==> src/rtl/pri_icache_ctrl_pkg.sv <==
`default_nettype none
// ============================================================================
// Module : pri_icache_ctrl_pkg
// Brief  : Shared types and width helpers for the L1 icache control responder.
// Rev    : 1.0
// ============================================================================
package pri_icache_ctrl_pkg;

    typedef enum logic [2:0] {
        ST_IDLE   = 3'd0,
        ST_DRAIN  = 3'd1,
        ST_FLUSH  = 3'd2,
        ST_SEL_RD = 3'd3,
        ST_SEL_WR = 3'd4,
        ST_BYP_SW = 3'd5,
        ST_DONE   = 3'd6
    } ctrl_state_e;

    typedef enum logic [1:0] {
        OP_FLUSH = 2'd0,
        OP_SEL   = 2'd1,
        OP_BYP   = 2'd2
    } ctrl_op_e;

    function automatic int off_width(input int line_bytes);
        return $clog2(line_bytes);
    endfunction

    function automatic int set_width(input int nb_sets);
        return $clog2(nb_sets);
    endfunction

    function automatic int tag_width(input int addr_w, input int nb_sets, input int line_bytes);
        return addr_w - set_width(nb_sets) - off_width(line_bytes);
    endfunction

endpackage
`default_nettype wire

==> src/rtl/pri_icache_stat_cnt.sv <==
`default_nettype none
// ============================================================================
// Module : pri_icache_stat_cnt
// Brief  : Wrapping event counter with synchronous clear and count enable.
// Rev    : 1.0
// ============================================================================
module pri_icache_stat_cnt #(
    parameter int CNT_W = 32
) (
    input  logic             clk,
    input  logic             rst,
    input  logic             i_clear,
    input  logic             i_enable,
    input  logic             i_inc,
    output logic [CNT_W-1:0] o_count
);

    // Clear takes precedence over a coincident event
    always_ff @(posedge clk or posedge rst) begin
        if (rst) begin
            o_count <= '0;
        end else if (i_clear) begin
            o_count <= '0;
        end else if (i_enable && i_inc) begin
            o_count <= o_count + CNT_W'(1);
        end
    end

endmodule
`default_nettype wire

==> src/rtl/pri_icache_ctrl_responder.sv <==
`default_nettype none
// ============================================================================
// Module : pri_icache_ctrl_responder
// Brief  : Per-core L1 icache control responder: flush, selective flush and
//          bypass sequencing, plus the L1 statistic counters.
// Rev    : 1.0
// ============================================================================
module pri_icache_ctrl_responder
    import pri_icache_ctrl_pkg::*;
#(
    parameter  int NB_WAYS    = 4,
    parameter  int NB_SETS    = 32,
    parameter  int ADDR_W     = 32,
    parameter  int LINE_BYTES = 16,
    parameter  int CNT_W      = 32,
    localparam int c_OFF_W    = off_width(LINE_BYTES),
    localparam int c_SET_W    = set_width(NB_SETS),
    localparam int c_TAG_W    = tag_width(ADDR_W, NB_SETS, LINE_BYTES)
) (
    input  logic                           clk_i,
    input  logic                           rst_i,
    input  logic                           bypass_req_i,
    output logic                           bypass_ack_o,
    input  logic                           flush_req_i,
    output logic                           flush_ack_o,
    input  logic                           sel_flush_req_i,
    input  logic [ADDR_W-1:0]              sel_flush_addr_i,
    output logic                           sel_flush_ack_o,
    input  logic                           fetch_idle_i,
    output logic                           ctrl_busy_o,
    output logic [NB_WAYS-1:0]             tag_req_o,
    output logic                           tag_we_o,
    output logic [c_SET_W-1:0]             tag_addr_o,
    input  logic [NB_WAYS*(c_TAG_W+1)-1:0] tag_rdata_i,
    output logic                           bypass_o,
    input  logic                           hit_i,
    input  logic                           miss_i,
    input  logic                           trans_i,
    input  logic                           cong_i,
    input  logic                           clear_regs_i,
    input  logic                           enable_regs_i,
    output logic [CNT_W-1:0]               hit_count_o,
    output logic [CNT_W-1:0]               trans_count_o,
    output logic [CNT_W-1:0]               miss_count_o,
    output logic [CNT_W-1:0]               cong_count_o
);

    ctrl_state_e          r_state;
    ctrl_op_e             r_op;
    logic [c_SET_W-1:0]   r_set;
    logic [c_TAG_W-1:0]   r_tag;
    logic                 r_byp_val;
    logic [c_SET_W:0]     r_flush_cnt;
    logic                 r_flush_arm;
    logic                 r_sel_arm;

    logic [c_SET_W-1:0]   w_addr_set;
    logic [c_TAG_W-1:0]   w_addr_tag;
    logic                 w_bypass_chg;
    logic                 w_accept;
    ctrl_op_e             w_next_op;
    logic [NB_WAYS-1:0]   w_hit;
    logic                 w_unused_off;

    assign w_addr_set   = sel_flush_addr_i[c_OFF_W +: c_SET_W];
    assign w_addr_tag   = sel_flush_addr_i[ADDR_W-1 -: c_TAG_W];
    assign w_unused_off = ^sel_flush_addr_i[c_OFF_W-1:0];
    assign w_bypass_chg = (bypass_req_i != bypass_ack_o);

    generate
        for (genvar w = 0; w < NB_WAYS; w++) begin : g_way
            logic [c_TAG_W:0] w_entry;
            assign w_entry  = tag_rdata_i[w*(c_TAG_W+1) +: (c_TAG_W+1)];
            assign w_hit[w] = w_entry[c_TAG_W] && (w_entry[c_TAG_W-1:0] == r_tag);
        end
    endgenerate

    always_comb begin
        w_accept  = 1'b1;
        w_next_op = OP_BYP;
        if (flush_req_i && r_flush_arm) begin
            w_next_op = OP_FLUSH;
        end else if (sel_flush_req_i && r_sel_arm) begin
            w_next_op = OP_SEL;
        end else if (!w_bypass_chg) begin
            w_accept  = 1'b0;
        end
    end

    always_ff @(posedge clk_i or posedge rst_i) begin
        if (rst_i) begin
            r_state         <= ST_IDLE;
            r_op            <= OP_FLUSH;
            r_set           <= '0;
            r_tag           <= '0;
            r_byp_val       <= 1'b0;
            r_flush_cnt     <= '0;
            r_flush_arm     <= 1'b1;
            r_sel_arm       <= 1'b1;
            bypass_ack_o    <= 1'b0;
            bypass_o        <= 1'b0;
            flush_ack_o     <= 1'b0;
            sel_flush_ack_o <= 1'b0;
            ctrl_busy_o     <= 1'b0;
            tag_req_o       <= '0;
            tag_we_o        <= 1'b0;
            tag_addr_o      <= '0;
        end else begin
            flush_ack_o     <= 1'b0;
            sel_flush_ack_o <= 1'b0;
            case (r_state)
                ST_IDLE: begin
                    if (w_accept) begin
                        r_op        <= w_next_op;
                        r_set       <= w_addr_set;
                        r_tag       <= w_addr_tag;
                        r_byp_val   <= bypass_req_i;
                        ctrl_busy_o <= 1'b1;
                        r_state     <= ST_DRAIN;
                    end
                end
                ST_DRAIN: begin
                    if (fetch_idle_i) begin
                        case (r_op)
                            OP_FLUSH: begin
                                r_flush_cnt <= '0;
                                r_state     <= ST_FLUSH;
                            end
                            OP_SEL: begin
                                tag_req_o  <= '1;
                                tag_we_o   <= 1'b0;
                                tag_addr_o <= r_set;
                                r_state    <= ST_SEL_RD;
                            end
                            default: r_state <= ST_BYP_SW;
                        endcase
                    end
                end
                ST_FLUSH: begin
                    // Counter MSB marks that every set has already been issued
                    if (r_flush_cnt[c_SET_W]) begin
                        tag_req_o   <= '0;
                        tag_we_o    <= 1'b0;
                        flush_ack_o <= 1'b1;
                        r_state     <= ST_DONE;
                    end else begin
                        tag_req_o   <= '1;
                        tag_we_o    <= 1'b1;
                        tag_addr_o  <= r_flush_cnt[c_SET_W-1:0];
                        r_flush_cnt <= r_flush_cnt + (c_SET_W+1)'(1);
                    end
                end
                ST_SEL_RD: begin
                    tag_req_o <= '0;
                    r_state   <= ST_SEL_WR;
                end
                ST_SEL_WR: begin
                    tag_req_o       <= w_hit;
                    tag_we_o        <= |w_hit;
                    sel_flush_ack_o <= 1'b1;
                    r_state         <= ST_DONE;
                end
                ST_BYP_SW: begin
                    bypass_o     <= r_byp_val;
                    bypass_ack_o <= r_byp_val;
                    ctrl_busy_o  <= 1'b0;
                    r_state      <= ST_IDLE;
                end
                ST_DONE: begin
                    tag_req_o   <= '0;
                    tag_we_o    <= 1'b0;
                    ctrl_busy_o <= 1'b0;
                    if (r_op == OP_FLUSH) begin
                        r_flush_arm <= 1'b0;
                    end else begin
                        r_sel_arm   <= 1'b0;
                    end
                    r_state     <= ST_IDLE;
                end
                default: r_state <= ST_IDLE;
            endcase
            // Re-arm only once the requester has released its level
            if (!flush_req_i) begin
                r_flush_arm <= 1'b1;
            end
            if (!sel_flush_req_i) begin
                r_sel_arm <= 1'b1;
            end
        end
    end

    pri_icache_stat_cnt #(.CNT_W(CNT_W)) u_hit_cnt (
        .clk(clk_i), .rst(rst_i), .i_clear(clear_regs_i),
        .i_enable(enable_regs_i), .i_inc(hit_i), .o_count(hit_count_o)
    );
    pri_icache_stat_cnt #(.CNT_W(CNT_W)) u_trans_cnt (
        .clk(clk_i), .rst(rst_i), .i_clear(clear_regs_i),
        .i_enable(enable_regs_i), .i_inc(trans_i), .o_count(trans_count_o)
    );
    pri_icache_stat_cnt #(.CNT_W(CNT_W)) u_miss_cnt (
        .clk(clk_i), .rst(rst_i), .i_clear(clear_regs_i),
        .i_enable(enable_regs_i), .i_inc(miss_i), .o_count(miss_count_o)
    );
    pri_icache_stat_cnt #(.CNT_W(CNT_W)) u_cong_cnt (
        .clk(clk_i), .rst(rst_i), .i_clear(clear_regs_i),
        .i_enable(enable_regs_i), .i_inc(cong_i), .o_count(cong_count_o)
    );

endmodule
`default_nettype wire

==> config.mk <==
export PLATFORM = sky130hd
export DESIGN_NAME = pri_icache_ctrl_responder
export DESIGN_NICKNAME = d
export VERILOG_FILES = /design/src/rtl/pri_icache_ctrl_pkg.sv /design/src/rtl/pri_icache_stat_cnt.sv /design/src/rtl/pri_icache_ctrl_responder.sv
export SDC_FILE = /design/constraint.sdc
export NUM_CORES = 1
export LEC_CHECK = 0
export CAP_MARGIN = 0
export CORE_ASPECT_RATIO = 1.4
export CORE_MARGIN = 2
export CORE_UTILIZATION = 25
export DETAILED_ROUTE_END_ITERATION = 8
export GPL_ROUTABILITY_DRIVEN = 0
export GPL_TIMING_DRIVEN = 0
export PLACE_DENSITY_LB_ADDON = 0.05
export SETUP_SLACK_MARGIN = 0.2
export SLEW_MARGIN = 20
export SYNTH_ARGS = -nofsm -noshare
export SYNTH_HDL_FRONTEND = slang
export SYNTH_SLANG_ARGS = --single-unit
==> constraint.sdc <==
create_clock -name clk_i -period 8.11 [get_ports clk_i]
set_clock_uncertainty 0.15 [all_clocks]
set_input_delay 1.622 -clock clk_i [delete_from_list [all_inputs] [get_ports clk_i]]
set_output_delay 1.622 -clock clk_i [all_outputs]
set_load 0.05 [all_outputs]
# After elaboration in Yosys (flattened, before gate mapping)

Index checks and enable logic that the tools add are counted.

Bits in registers: 184
Input port bits: 140
Output and inout bits: 143
Word-level logic and storage cells: 125

$add $sub $neg: 5
Equality and inequality tests: 22
Multiplexer cells: 45
Reduce and logical (&&, ||, !) cells: 33

Operator list:

| operator                                                        | count |
|---|---|
| 32-bit 2-to-1 mux                                               | 8 |
| 32-bit by 1-bit adder with 32-bit output, second input constant | 4 |
| 23-bit == test                                                  | 4 |
| 6-bit 2-to-1 mux                                                | 3 |
| 1-bit 2-to-1 mux                                                | 16 |
| 4-bit case mux with 4 select lines                              | 1 |
| 5-bit 2-to-1 mux                                                | 3 |
| 3-bit case mux with 5 select lines                              | 1 |
| 2-bit != test, second input constant                            | 7 |
| 4-bit 2-to-1 mux                                                | 3 |
| 6-bit case mux with 2 select lines                              | 1 |
| 3-bit AND reduction                                             | 4 |
| 2-bit nonzero test                                              | 6 |
| 1-bit logical AND                                               | 10 |
| 5-bit case mux with 2 select lines                              | 1 |
| 3-bit == test, second input constant                            | 3 |
| 3-bit 2-to-1 mux                                                | 3 |
| 2-bit AND reduction                                             | 4 |
| 4-bit AND reduction                                             | 2 |
| 4-bit nonzero test                                              | 2 |
| 6-bit by 1-bit adder with 6-bit output, second input constant   | 1 |
| 3-bit by 2-bit == test with 1-bit output, second input constant | 2 |
| 2-bit by 1-bit != test with 1-bit output, second input constant | 3 |
| 3-bit case mux with 2 select lines                              | 1 |
| 10 further kinds                                                | 12 |

# Longest topological paths before layout

Depth after elaboration: 6
Mapped depth: 8
Gate-level depth less buffers: 7

# Modules after synthesis

From an unflattened synthesis, not the netlist that was laid out.

Cells, all modules: 1,075
Area, all modules: 10,323.7 um^2

By module, submodules not included:

| module                                | instances | cells each | area each (um^2) | sequential area each (um^2) |
|---|---|---|---|---|
| pri_icache_stat_cnt at u_cong_cnt ... | 3         | 179        | 1,667.8          | 800.8 |
| pri_icache_ctrl_responder             | 1         | 356        | 3,565.9          | 1,403.8 |
| pri_icache_stat_cnt at u_trans_cnt    | 1         | 182        | 1,754.2          | 800.8 |

# Least setup slack after synthesis

No wires, ideal clock.

Kind: input to register
Start: input port enable_regs_i
End: register u_miss_cnt.o_count[21]
Setup time: 0.078 ns
Data arrival time: 2.905 ns
Data required time: 7.882 ns
Setup slack: 4.977 ns
Stages: 5
Buffers on the path: 1
Path through: nand2_1 -> or3_1 -> clkbuf_1 -> or4_1 -> a21oi_1

Cells in the longest elaborated chain, start to end: 2

RTL lines:

| item                         | RTL line                        | text |
|---|---|---|
| start: declaration           | pri_icache_ctrl_responder.sv:41 | `input logic enable_regs_i,` |
| 1-bit logical AND            | pri_icache_stat_cnt.sv:24       | `end else if (i_enable && i_inc) begin` |
| 2-bit nonzero test (no line) | n/a                             |  |
| end signal: assignment       | pri_icache_stat_cnt.sv:25       | `o_count <= o_count + CNT_W'(1);` |
| end: declaration             | pri_icache_stat_cnt.sv:15       | `output logic [CNT_W-1:0] o_count` |

No other way between the ends.
A chain may end at the register's enable or synchronous reset.

# Final worst setup path

Start: input port enable_regs_i
End: register u_trans_cnt.o_count[25]

Cells in the longest elaborated chain, start to end: 2

RTL lines:

| item                         | RTL line |
|---|---|
| 1-bit logical AND            | pri_icache_stat_cnt.sv:24 |
| 2-bit nonzero test (no line) | n/a |
| end signal: assignment       | pri_icache_stat_cnt.sv:25 |
| end: declaration             | pri_icache_stat_cnt.sv:15 |

No other way between the ends.

==> flow_summary.json <==
{
  "grt_pass1_vias": 8198,
  "synth_cell_type_count": 42,
  "postLayoutCoreUtil_pct": 36.1,
  "grtUsageTotal_pct": 16.1,
  "overflow": 0,
  "crit_chain": "clkdlybuf4s50_1 > buf_2 > nand2_1 > nor2b_1 > nand4_1 > or3_1 > a21oi_1",
  "dp_hpwl_mm": 23.8,
  "post_cts_resized": 0,
  "die_w_um": 170,
  "finalNetCount": 1431,
  "grt_max_degree": 90,
  "final.fill_count": 3868,
  "final_hold_viol_count": 0,
  "required_ps": 8330,
  "area_delta_synth_final_pct": 42.1,
  "synth_ff_type": "dfrtp_1",
  "dp.cells": 1740,
  "io_pins": 283,
  "power_leakage_nw": 5.44,
  "ir_drop_uv": 138,
  "yosys-top-cells-area": "dfrtp_1 (47%), xor2_1 (13%), nor2_1 (6.0%)",
  "syn_inst": 987,
  "cts_max_level": 4,
  "die_h_um": 236,
  "cp-start-kind": "input pin",
  "yosysSeqAreaShare_pct": 48.0,
  "slowest_delay_ps": 610,
  "clock.fmax_mhz": 265,
  "vias": 7965,
  "avgRoutedWirePerCell_um": 18.0,
  "numPortBuffers": 278,
  "clock-sinks": 184,
  "clk_path_buf_depth": 2,
  "relSlewSlack_pct": 53.0,
  "crit_path_end_kind": "flip-flop",
  "syn-cell-area_um2": 9590,
  "cts_setup_buffers": 0,
  "max_cap_viol_count": 0,
  "synthesis.nets": 1132,
  "synth_top_area_share_pct": 47.5,
  "crit_fanout": 10,
  "antenna_left": 0,
  "num_rows": 84,
  "holdBufCountCts": 0,
  "wl_mm": 31.8,
  "fin_total_pwr_mw": 3.14,
  "path_clk_slew_ps": 70,
  "drive_gt1_share_pct": 6.08,
  "avgSynthCellArea_um2": 9.72,
  "antenna_cells": 0,
  "critPathKind": "input pin to flip-flop",
  "antenna_found_initial": 0,
  "yosys.area.top_type": "dfrtp_1",
  "yosysWarnings": 0,
  "slowest_stage": "clkdlybuf4s50_1",
  "hold_class": "flip-flop to flip-flop",
  "register_area_um2": 4610,
  "core_um2": 37700,
  "final_max_slew_viol_count": 0,
  "vias_per_cell": 4.49,
  "dr.pass1.iters": 4,
  "fp.dieArea_um2": 40000,
  "rsz0062_at_grt": "false",
  "p_per_area_nw_per_um2": 230,
  "cts_tree": "built",
  "path_buf_inv": 2,
  "post-route-period-util_pct": 46.5,
  "worst_pin_slew_ps": 701,
  "remaining_drc_errors": 0,
  "insertion_delay_ps": 450,
  "async_flop_share_pct": 100,
  "start_util_pct": 25.4,
  "multi_input_area_um2": 4720,
  "cts_made_buffers": 17,
  "ys_seq_elements": 184,
  "arrival_ps": 4000,
  "grt_pass1_wl_mm": 49.1,
  "synth_edf_count": 0,
  "setup_viol": 0,
  "fin_cells": 1772,
  "clock-root-buffer": "clkbuf_16",
  "drtIter0Drc": 273,
  "path_delay_family": "simple AND/OR/NAND/NOR gates",
  "timing.final.crit_period_ps": 3770,
  "status": "finished clean"
}
[power by group]
part | internal (mW) | total [mW] | leakage [nW] | switching [mW]
logic | 0.467 | 1.12 | 2.69 | 0.653
registers | 1.05 | 1.12 | 2.45 | 0.0711
clock network | 0.502 | 0.896 | 0.293 | 0.393
total | 2.02 | 3.14 | 5.44 | 1.12
[stage by stage]
step                      TNS [ps]  setup WS (ps)  instance area, um^2  hold WS [ps]
after floorplan                  0           1340                 9590           301
after CTS                        0           4270                13600           327
after global placement     -379650          -2100                13000           311
final                            0           4340                13600           326
after detailed placement         0           3780                13000           319
after global routing             0           3990                13600           341
[worst min-delay path: cells and delay by family (launching register included)]
family           cells  cell delay [ps]
AND/OR/NAND/NOR      1               50
flip-flops           1              370
AO/OA/AOI/OAI        1               50
[Yosys cell counts, types with 2 or more instances]
cell type / number
nand4_1: 40
and3_1: 26
nor4_1: 19
buf_1: 3
o31ai_1: 2
dfrtp_1: 182
inv_1: 12
nand3_1: 49
or3_1: 13
nor2b_1: 5
mux2_2: 30
xnor2_1: 64
or4_1: 2
and4_1: 17
nor2_1: 153
a31oi_1: 2
dfstp_2: 2
nand2_1: 72
or2_2: 2
nor4_2: 3
and2_1: 2
xor2_1: 144
ha_1: 5
mux2i_1: 6
nor3_1: 10
clkbuf_1: 47
o21ai_0: 22
buf_2: 5
nand2b_1: 5
a21oi_1: 30
a211oi_1: 2
[metal layers]
layer  share of wire (%)  GRT usage, %  up-vias  wire [um]
met2                  51          28.6      204      16300
met5                   0             0        -          0
li1                    -             -     3918          -
met4                 1.4          4.66        0        446
met3                 6.5          4.97       19       2070
met1                  41          18.5     3824      13100
[sequential cells by signal, summed over array words and instances (netlist names), 2 cells and up]
signal,count
u_miss_cnt.o_count,32
r_set,5
u_cong_cnt.o_count,32
r_tag,23
u_hit_cnt.o_count,32
r_op,2
r_flush_cnt,6
tag_req_o,4
r_state,3
tag_addr_o,5
u_trans_cnt.o_count,32
[area by class of cell]
| class | count | share of cell area (%) |
|---|---|---|
| multi-input combinational | 735 | 34.6 |
| sequential | 184 | 33.8 |
| timing repair buffer | 280 | 20.8 |
| tap | 473 | 4.34 |
| clock buffer | 21 | 3.38 |
| buffer | 56 | 1.61 |
| clock inverter | 11 | 1.07 |
| inverter | 12 | 0.385 |
[cell families (layout without fill, tap and decap cells)]
family	count (synthesis)	in the layout	share of synthesized area (%)
AOI/OAI and AO/OA	63	63	3.59
muxes	36	36	4.15
buffers and inverters	68	380	2.76
and+or+nand+nor	423	423	21.8
xor gates and xnor gates	208	208	19.0
adders and majority gates	5	5	0.652
DFF	184	184	48.0
[layout by cell type (no fill, tap or decap), drive strengths merged, types with 40 or more instances in the layout]
cell           count
clkbuf            68
clkdlybuf4s50    278
dfrtp            182
nand2             72
nand3             49
nand4             40
nor2             153
xnor2             64
xor2             144
[path summary, 6_finish.rpt]
path,slack [ps],start,to,cells after the start
max in group asynchronous,5330,rst_i,u_cong_cnt.o_count[28],4
setup reg to reg,5700,r_state[0],r_tag[19],5
min in group asynchronous,1360,rst_i,r_tag[21],2
hold reg to reg,330,r_flush_arm,r_flush_arm,2
hold / removal,330,r_flush_arm,r_flush_arm,2
setup / recovery,4340,enable_regs_i,u_trans_cnt.o_count[25],7
No activity file was read; power rests on OpenSTA's default activity.
==> edit 1 (same settings) <==
`CNT_W` is set to 32 in 2 places; all go to 64.
--- a/src/rtl/pri_icache_stat_cnt.sv
+++ b/src/rtl/pri_icache_stat_cnt.sv
@@ -7,3 +7,3 @@
 module pri_icache_stat_cnt #(
-    parameter int CNT_W = 32
+    parameter int CNT_W = 64
 ) (
--- a/src/rtl/pri_icache_ctrl_responder.sv
+++ b/src/rtl/pri_icache_ctrl_responder.sv
@@ -14,3 +14,3 @@
     parameter  int LINE_BYTES = 16,
-    parameter  int CNT_W      = 32,
+    parameter  int CNT_W      = 64,
     localparam int c_OFF_W    = off_width(LINE_BYTES),
Ports: changed (resized cong_count_o, hit_count_o, miss_count_o and trans_count_o); port bits go from 283 to 411. No check against the original RTL was run, so the function may have changed too.
==> edit 1 against the unedited design <==
Final area is 68% higher. Clock power is 110% higher. Sequential cell count is 128 higher. Total power is 53% higher. Area after synthesis is 70% higher. Register-to-register slack worse by 560 ps. Worst setup slack worse by 900 ps. Wire length is 86% higher. Critical path type unchanged. Largest cell class unchanged. Highest routed layer unchanged.
==> edit 1: results (changes against the unedited design) <==
Status = finished clean
Worst reg2reg path depth = 6 (+1)
Delay-heaviest family, CP = buffers and inverters
Met1 GRT Util = 19.48% (+1.0 points)
DR vias = 14,270 (+79%)
Slowest stage delay, CP = 980 ps (+370 ps)
Met3 WL = 4481 um (+120%)
Combinational power share = 25.2% (-11 points)
Mapped Nets = 1,868 (+65%)
Worst r2r src = u_trans_cnt.o_count[0]
Fill count = 6,645 (+72%)
Crit Reg-Reg Endpoint = u_trans_cnt.o_count[62]
Slack of the worst reg-to-reg path = 5140 ps (-560 ps)
Met2 GRT Util = 31.74% (+3.1 points)
Drc violations = 0 (unchanged)
Drt pass-1 iters = 5 (+1)
PortBufs = 406 (+46%)
Nets = 2,327 (+63%)
Setup crit end = u_cong_cnt.o_count[29]
VDD IR max = 0.1521 mV (+11%)
Distinct cells, synth = 46 (+9.5%)
Num CTS Buffers = 39 (+22)
Post-DP HPWL = 46,200 um (+94%)
Most area-consuming cells after synthesis = dfrtp_1 (48%), xor2_1 (11%), nor2_1 (6.5%), xnor2_1 (5.5%), nand4_1 (4.0%)
Placed cell areas = 21,610 sq um (+66%)
Layout cells sized above 1 = 6.021% (-0.061 points)
Reg power frac = 36.7% (+0.9 points)
Switching power = 1.527 mW (+37%)
H-tree depth = 2 (-2)
Clock buffer depth = 3 (+1)
Post-DR wirelength/cell = 19.42 um (+8.1%)
Total wire length = 59,220 um (+86%)
Final Instance Area = 22,960 sq um (+68%)
Largest net degree at the start of global routing = 31 (-66%)
Clock Root Buffer = clkbuf_16
Met1 wire length = 22,410 um (+72%)
Most common library cells after synthesis = dfrtp_1 (310), nor2_1 (282), xor2_1 (211)
Place WS = 2775 ps (-1005 ps)
PnR Total Power = 4.807 mW (+53%)
Initial drt markers = 679 (+150%)
Share of the yosys chip area belonging to registers = 48.02% (about the same)
Grt met3 use = 5.194% (+0.23 points)
Period utilisation layout = 57.68% (+11 points)
Vias in the first global route = 14,750 (+80%)
Crit path DAT = 4950 ps (+950 ps)
GRT Resource Usage Total = 17.57% (+1.5 points)
Hold slack = 351.9 ps (+25.45 ps)
Cells after Synth = 1,723 (+75%)
Number of cells after detailed placement = 2,981 (+71%)
Met2 WL = 30,480 um (+88%)
Ant diodes = 0 (unchanged)
LEAKAGE = 8.966 nW (+65%)
First-pass GRT wire length = 90,490 um (+84%)
Worst-margin pin slew = 1046 ps (+344.9 ps)
==> edit 1: cell types whose count changed in the layout (fill, tap and decap cells not counted), moves of 60 or more <==
cell / unedited run / this run
dfrtp_1: 182 / 310
nor2_1: 153 / 282
clkdlybuf4s50_1: 278 / 406
nand4_1: 40 / 104
xor2_1: 144 / 211
nand3_1: 49 / 109
==> edit 1: logic make-up (layout without fill, tap and decap cells) <==
family                   count (synthesis)  after routing  synth area share [%]
multiplexers                            32             32                 2.200
flip-flops                             312            312                 48.02
adder cells (fa/ha/maj)                  5              5                0.3846
buffers and inverters                   94            580                 2.239
AND/OR/NAND/NOR                        864            864                 26.78
AO/OA/AOI/OAI                          102            102                 3.470
XOR/XNOR                               314            314                 16.91
==> edit 1: layout make-up <==
type / instances / share of cell area [%]
inverters: 14 / 0.2452
flip-flops and latches: 312 / 34.01
plain buffers: 80 / 1.357
well taps: 840 / 4.577
clock buffers: 58 / 5.177
clock inverters: 10 / 0.6648
repair buffers: 418 / 18.68
multi-input cells: 1317 / 35.28
==> edit 2 (same settings) <==
Without the edit above. Make the reset (`rst` and `rst_i`) synchronous in 2 clocked blocks.
--- a/src/rtl/pri_icache_stat_cnt.sv
+++ b/src/rtl/pri_icache_stat_cnt.sv
@@ -18,3 +18,3 @@
     // Clear takes precedence over a coincident event
-    always_ff @(posedge clk or posedge rst) begin
+    always_ff @(posedge clk) begin
         if (rst) begin
--- a/src/rtl/pri_icache_ctrl_responder.sv
+++ b/src/rtl/pri_icache_ctrl_responder.sv
@@ -89,3 +89,3 @@
 
-    always_ff @(posedge clk_i or posedge rst_i) begin
+    always_ff @(posedge clk_i) begin
         if (rst_i) begin
Formal check against the unedited RTL: differs if rst_i is asserted again (counterexample within 4 cycles, from zero or initial values and one cycle with rst_i high); with rst_i held inactive, the same outputs for 4 cycles.
==> edit 2 against the unedited design <==
Critical path type unchanged. Largest cell class unchanged. Count of clock-buffer cells in the layout is 2 lower. Wire length down 2.9%. Sequential share of layout area fell by 5.0 points. Fmax up 1.6%. Cell count grew 3.2%. Critical path depth did not move. Worst setup slack gained 59 ps. First-iteration DRC count fell by 15%. Worst hold slack got worse by 17 ps. Final area shrank 6.1%. Sequential cell count unchanged. Area after synthesis fell by 7.6%.
Power is not compared: it rests on default switching activity, and its combinational part moved more than twofold at a synthesized area within 25%.
==> edit 2: results (changes against the unedited design) <==
Status = finished clean
Antenna violations before repair = 2 (+2)
Most area-consuming cells after synthesis = dfxtp_1 (42%), xor2_1 (13%), xnor2_1 (6.1%), nor2_1 (6.1%), nand2_1 (5.5%)
Layout cells sized above 1 = 4.230% (-1.9 points)
Post-DP HPWL = 24,170 um (+1.5%)
Mapped Nets = 1,208 (+6.7%)
Ant diodes = 2 (+2)
Met1 wire length = 12,630 um (-3.3%)
GRT Resource Usage Total = 16.82% (+0.71 points)
PortBufs = 276 (-0.72%)
Sequential cell area share = 28.76% (-5.0 points)
Clock buf count = 19 (-9.5%)
Met2 WL = 15,490 um (-4.7%)
Final non-clock buffer share = 23.77% (+1.4 points)
Distinct cells, synth = 48 (+14%)
Area of the multi-input gates = 4847 sq um (+2.6%)
Asr flop ratio synth = 0% (-100 points)
Critical path fanouts, max = 2 (-8)
Nets = 1,503 (+5.0%)
Total wire length = 30,910 um (-2.9%)
Initial drt markers = 231 (-15%)
Inverters = 14 (+2)
Most common library cells after synthesis = dfxtp_1 (184), nor2_1 (144), xor2_1 (136)
Share of the yosys chip area belonging to registers = 41.55% (-6.5 points)
Top FF cell, synth = dfxtp_1
Layout clock area frac = 4.727% (+0.28 points)
Drt pass-1 iters = 5 (+1)
## edit 2: cell types whose count changed in the layout (fill, tap and decap cells not counted), moves of 9 or more
cell	delta
nand3_1	+12
dfxtp_1	+184
a21oi_1	+33
nand2_1	+57
mux2_2	-30
or3_1	+9
dfrtp_1	-182
nor2_1	-9
## edit 2: final timing paths
path	startpoint	endpoint	slack [ps]	depth (start not counted)
min reg2reg	r_set[4]	r_set[4]	310	2
max	tag_rdata_i[62]	tag_we_o	4400	7
min	r_set[4]	r_set[4]	310	2
max reg2reg	r_tag[5]	tag_we_o	5520	7
## edit 2: cell families after synthesis
| group | count (synthesis) | share of synthesized area [%] |
|---|---|---|
| AOI/OAI and AO/OA | 106 | 6.633 |
| xor gates and xnor gates | 199 | 19.74 |
| adders and majority gates | 5 | 0.7056 |
| buffers and inverters | 77 | 3.782 |
| DFF | 184 | 41.55 |
| muxes | 2 | 0.2258 |
| and+or+nand+nor | 490 | 27.36 |
## edit 2: critical path, cell delays in order
cell and delay (ps):
clkdlybuf4s50_1 430, xor2_1 150, nor4_1 490, nand3_1 240, or4_1 620, and4b_1 220
a211oi_2 160
## edit 2: stage by stage
step / setup WS [ps] / util (%) / power (mW) / cells / area, sq um
3_5_place_dp: 3891 / 34.89 / 1.429 / 1795 / 12200
6_report: 4396 / 36.64 / 2.272 / 1829 / 12810
2_1_floorplan: 4803 / - / 1.242 / 1063 / 8866
4_1_cts: 4366 / 36.62 / 2.317 / 1827 / 12800
3_3_place_gp: 3887 / 34.89 / 1.428 / 1795 / 12200
5_1_grt: 4271 / 36.63 / 2.386 / 1828 / 12810
## edit 2: power by group
group | internal [mW] | switching (mW) | total, mW
registers | 0.941 | 0.0176 | 0.958
logic | 0.181 | 0.261 | 0.443
clock network | 0.473 | 0.398 | 0.871
